### src/rtl/kws_mul_share_arb.sv
// Round-robin arbiter sharing one unsigned A_WIDTH x B_WIDTH multiplier among
// NUM_REQ requesters; products return tagged, in order, after LATENCY cycles.
module kws_mul_share_arb #(
    parameter int NUM_REQ = 4,
    parameter int LATENCY = 2,
    parameter int A_WIDTH = 12,
    parameter int B_WIDTH = 10,
    parameter int P_WIDTH = A_WIDTH + B_WIDTH
) (
    input  logic                         ap_clk,
    input  logic                         ap_rst_n,
    input  logic                         ap_ce,
    input  logic [NUM_REQ-1:0]           req_valid,
    output logic [NUM_REQ-1:0]           req_ready,
    input  logic [NUM_REQ*A_WIDTH-1:0]   req_a,
    input  logic [NUM_REQ*B_WIDTH-1:0]   req_b,
    output logic [NUM_REQ-1:0]           res_valid,
    output logic [P_WIDTH-1:0]           res_p,
    output logic                         busy,
    output logic [31:0]                  op_count
);

    localparam int TAG_W = $clog2(NUM_REQ);

    logic [TAG_W-1:0]                    r_ptr;
    logic [A_WIDTH-1:0]                  r_a;
    logic [B_WIDTH-1:0]                  r_b;
    logic [LATENCY-1:0]                  r_vld;
    logic [LATENCY-1:0][TAG_W-1:0]       r_tag;
    logic [31:0]                         r_op_cnt;

    logic [TAG_W-1:0]                    w_idx;
    logic [TAG_W-1:0]                    w_gnt_idx;
    logic [TAG_W-1:0]                    w_ptr_nxt;
    logic                                w_hit;
    logic                                w_found;
    logic                                w_fire;
    logic [A_WIDTH-1:0]                  w_sel_a;
    logic [B_WIDTH-1:0]                  w_sel_b;
    logic [P_WIDTH-1:0]                  w_prod;
    logic [P_WIDTH-1:0]                  w_res_p;

    // First valid requester at or after the pointer, wrapping around
    always_comb begin
        w_found   = 1'b0;
        w_gnt_idx = '0;
        w_idx     = '0;
        w_hit     = 1'b0;
        for (int k = 0; k < NUM_REQ; k++) begin
            w_idx     = TAG_W'((int'(r_ptr) + k) % NUM_REQ);
            w_hit     = req_valid[w_idx] & ~w_found;
            w_gnt_idx = w_hit ? w_idx : w_gnt_idx;
            w_found   = w_found | w_hit;
        end
    end

    assign w_fire    = ap_rst_n & ap_ce & w_found;
    assign req_ready = w_fire ? ({{(NUM_REQ-1){1'b0}}, 1'b1} << w_gnt_idx) : '0;
    assign w_sel_a   = req_a[int'(w_gnt_idx) * A_WIDTH +: A_WIDTH];
    assign w_sel_b   = req_b[int'(w_gnt_idx) * B_WIDTH +: B_WIDTH];
    assign w_ptr_nxt = (w_gnt_idx == TAG_W'(NUM_REQ - 1)) ? '0 : w_gnt_idx + TAG_W'(1);
    assign w_prod    = P_WIDTH'(r_a) * P_WIDTH'(r_b);

    // Pointer advance, operand capture and valid/tag shift register
    always_ff @(posedge ap_clk or negedge ap_rst_n) begin
        if (!ap_rst_n) begin
            r_ptr <= '0;
            r_a   <= '0;
            r_b   <= '0;
            r_vld <= '0;
            r_tag <= '0;
        end else if (ap_ce) begin
            r_vld[0] <= w_fire;
            if (w_fire) begin
                r_ptr    <= w_ptr_nxt;
                r_a      <= w_sel_a;
                r_b      <= w_sel_b;
                r_tag[0] <= w_gnt_idx;
            end
            for (int s = 1; s < LATENCY; s++) begin
                r_vld[s] <= r_vld[s-1];
                r_tag[s] <= r_tag[s-1];
            end
        end
    end

    // Accepted-transfer counter, wraps naturally at 32 bits
    always_ff @(posedge ap_clk or negedge ap_rst_n) begin
        if (!ap_rst_n) begin
            r_op_cnt <= 32'd0;
        end else if (w_fire) begin
            r_op_cnt <= r_op_cnt + 32'd1;
        end
    end

    // Product registers; with one stage the product is taken straight off stage 1
    if (LATENCY == 1) begin : g_lat1
        assign w_res_p = w_prod;
    end else begin : g_latn
        logic [LATENCY-2:0][P_WIDTH-1:0] r_p;

        // Product shift register aligned with r_vld[1..LATENCY-1]
        always_ff @(posedge ap_clk or negedge ap_rst_n) begin
            if (!ap_rst_n) begin
                r_p <= '0;
            end else if (ap_ce) begin
                r_p[0] <= w_prod;
                for (int s = 1; s < LATENCY - 1; s++) begin
                    r_p[s] <= r_p[s-1];
                end
            end
        end

        assign w_res_p = r_p[LATENCY-2];
    end

    assign res_valid = r_vld[LATENCY-1] ? ({{(NUM_REQ-1){1'b0}}, 1'b1} << r_tag[LATENCY-1]) : '0;
    assign res_p     = w_res_p;
    assign busy      = |r_vld;
    assign op_count  = r_op_cnt;

endmodule

### config.mk
export PLATFORM = sky130hd
export DESIGN_NAME = kws_mul_share_arb
export DESIGN_NICKNAME = d
export VERILOG_FILES = /design/src/rtl/kws_mul_share_arb.sv
export SDC_FILE = /design/constraint.sdc
export NUM_CORES = 1
export LEC_CHECK = 0
export ABC_AREA = 1
export CAP_MARGIN = 20
export CORE_MARGIN = 5
export CORE_UTILIZATION = 56
export CTS_BUF_LIST = sky130_fd_sc_hd__clkbuf_4 sky130_fd_sc_hd__clkbuf_8
export CTS_CLUSTER_SIZE = 24
export DETAILED_ROUTE_END_ITERATION = 10
export GPL_TIMING_DRIVEN = 0
export HOLD_SLACK_MARGIN = 0.03
export PLACE_DENSITY = 0.95
export SYNTH_ARGS = -nofsm -noshare
export SYNTH_HDL_FRONTEND = slang
export SYNTH_SLANG_ARGS = --single-unit
### constraint.sdc
create_clock -name ap_clk -period 5.9 [get_ports ap_clk]
set_clock_uncertainty 0.15 [all_clocks]
set_input_delay 1.18 -clock ap_clk [delete_from_list [all_inputs] [get_ports ap_clk]]
set_output_delay 1.18 -clock ap_clk [all_outputs]
set_load 0.02 [all_outputs]
==> metrics.cfg, run 1 <==
[sta]
clock.fmax_mhz = 179
hold_viol = 0
period_needed_ps = 5590
hold_slack_ps = 342
report.final.slew_viol_count = 0
worst-slew-pin-transition_ps = 607
finalCritPeriodShare_pct = 94.8
rsz0062_at_grt = no
slew_headroom_pct = 59.2
setup_violations = 0

[floorplan]
core_um2 = 15900
fp.dieW_um = 138
rows = 46
die-height_um = 138
start_util_pct = 57.4
die_area_um2 = 19000
boundaryPins = 158

[min_path]
min_from = r_a[10]
hold_path_class = reg -> reg

[flow_run]
drv_cap = 0

[setup_path]
crit_arrival_ps = 5700
cp-end-kind = flip-flop
cp-startpoint = r_a[4]
r2r_start = r_a[4]
path_max_fanout = 10
critical_path_class = reg -> reg
worst_ep_required_time_ps = 6010
startpoint_type = flip-flop

[synth]
synth-seq-area-share_pct = 23.0
syn-instance-count = 1285
yosys-top-cells-count = nand2_1, inv_1, nor2_1
yosys.area.top_type = dfrtp_1
synth_flop_cell = dfrtp_1
yosysMostFrequentCell = nand2_1
synth_area_um2 = 9150
netlist.area_leader.share_pct = 23.0
synth_edf_count = 0
netlist-cell-type-count = 35
ys_seq_elements = 84
synthArstFlopShare_pct = 100
yosysWarnings = 0
synth_nets = 1520
avgSynthCellArea_um2 = 7.12
synth_top_cells_by_area = dfrtp_1, nand2_1, fa_1

[cells_and_area]
layout.cells.non_filler = 1664
nNetsFinal = 1678
syn_to_final_growth_pct = 22.3
drive_above_1_share_pct = 4.01
antenna_cells = 0

[clock_network]
cts.sinks = 84
cts_tree = yes
cts-buffers-inserted = 9
root_buffer = clkbuf_8
cts_buffer_depth = 2
cts_max_level = 3
cts.clk_slew.worst_paths_ps = 90
worstSkewPairLatency_ps = 380

[routing]
route.met3.wl_mm = 2.67
top_layer = met4
wl_per_cell_um = 16.9
wl_met2_mm = 14.0
drt_iter0_drc = 695
route.antenna.remaining_nets = 0
drt-vias-per-instance = 5.50
dr.pass1.iters = 5
met1_length_mm = 10.4
vias = 9158
drc_errors = 0
wl_mm = 28.1

[global_routing]
overflow = 0
grt_max_degree = 73
grt.total_usage_pct = 30.8
antenna_found_initial = 0
grt_pass1_wl_mm = 45.6
grt_pass1_vias = 9402

[place]
port-buffer-count = 157
place_inst = 1659
routabilityCongestion = 0.946
place_hpwl_mm = 22.9

[status]
outcome = finished, final reports clean

[flip-flops by register name, summed over array words and instances (netlist names)]
signal	count
op_count	32
r_a	12
r_b	10
r_ptr	2
r_tag	4
r_vld	2
res_p	22
[layer usage]
layer,vias up,global-route usage [%]
met1,4312,37.2
met3,80,6.76
met5,-,0
met2,496,52.8
li1,4270,-
met4,0,13.2
[layout by cell type, fill, tap and decap left out, types with 16 or more instances in the layout]
cell type        netlist  routed
nand2_1              430     430
inv_1                212     212
clkdlybuf4s50_1        0     156
nor2_1                87      87
dfrtp_1               84      83
fa_1                  78      78
nand3_1               72      72
ha_1                  62      62
nand4_1               49      49
o21ai_0               35      35
xor2_1                29      29
clkbuf_1              38      21
nor3_1                18      18
a21oi_1               16      16
[worst max-delay path, cell delays in order, from the launching register on]
cell	delay, ps
dfrtp_1	370
clkbuf_1	450
nand2_1	100
inv_1	90
fa_1	440
fa_1	520
fa_1	520
fa_1	560
inv_1	60
fa_1	540
inv_1	50
ha_1	370
nand2_1	120
nor2_1	200
nand4_1	100
o21ai_0	400
nand2_1	140
nand2_1	90
nand2_1	50
nand3_1	90
nand2_1	60
[cells by family after synthesis]
group	synth area share (%)
AO/OA/AOI/OAI	4.50
XOR/XNOR	3.92
adder cells (fa/ha/maj)	25.5
buffers and inverters	12.0
flip-flops	23.0
AND/OR/NAND/NOR	31.1
[through the flow]
stage                     utilization [%]  TNS [ps]  instance area (µm²)  setup slack (ps)
after floorplan                         -         0                 9150               926
after global routing                 70.2         0                11200              7.64
after global placement               69.0     -6520                11000             -1520
after CTS                            70.4         0                11200               172
final                                70.2         0                11200               309
after detailed placement             69.1         0                11000               191
[final timing paths]
path / cells after the start / to / slack [ps]
max: 20 / res_p[20] / 310
min: 2 / r_a[10] / 340
max reg2reg: 20 / res_p[20] / 310
min reg2reg: 2 / r_a[10] / 340
max in group asynchronous: 2 / r_b[2] / 4490
min in group asynchronous: 1 / res_p[11] / 500
[layout make-up]
cell class | count | area (µm²)
sequential | 84 | 2100
clock inverter | 6 | 72.6
fill | 1268 | 4750
multi-input combinational | 928 | 5950
timing repair buffer | 158 | 1600
clock buffer | 10 | 138
buffer | 46 | 249
tap | 216 | 270
inverter | 216 | 813
[what timing repair did]
| item | 4_1_cts | 5_1_grt |
|---|---|---|
| hold buffers | 0 | 0 |
| setup buffers | 0 | 0 |
| resized for setup | 0 | 13 |
| endpoints found under the setup margin | 0 | 7 |
Power of run 1 is not shown: default switching activity piles up to over one toggle a cycle in this logic, so the estimate is an artifact.
==> inputs of run 2 (changes only) <==
Settings changed: CTS_CLUSTER_DIAMETER set to 120.
==> results of run 2 <==
The final DEF is identical to that of run 1; final timing and power are the same.
Power of run 2 is left out for the same reason.
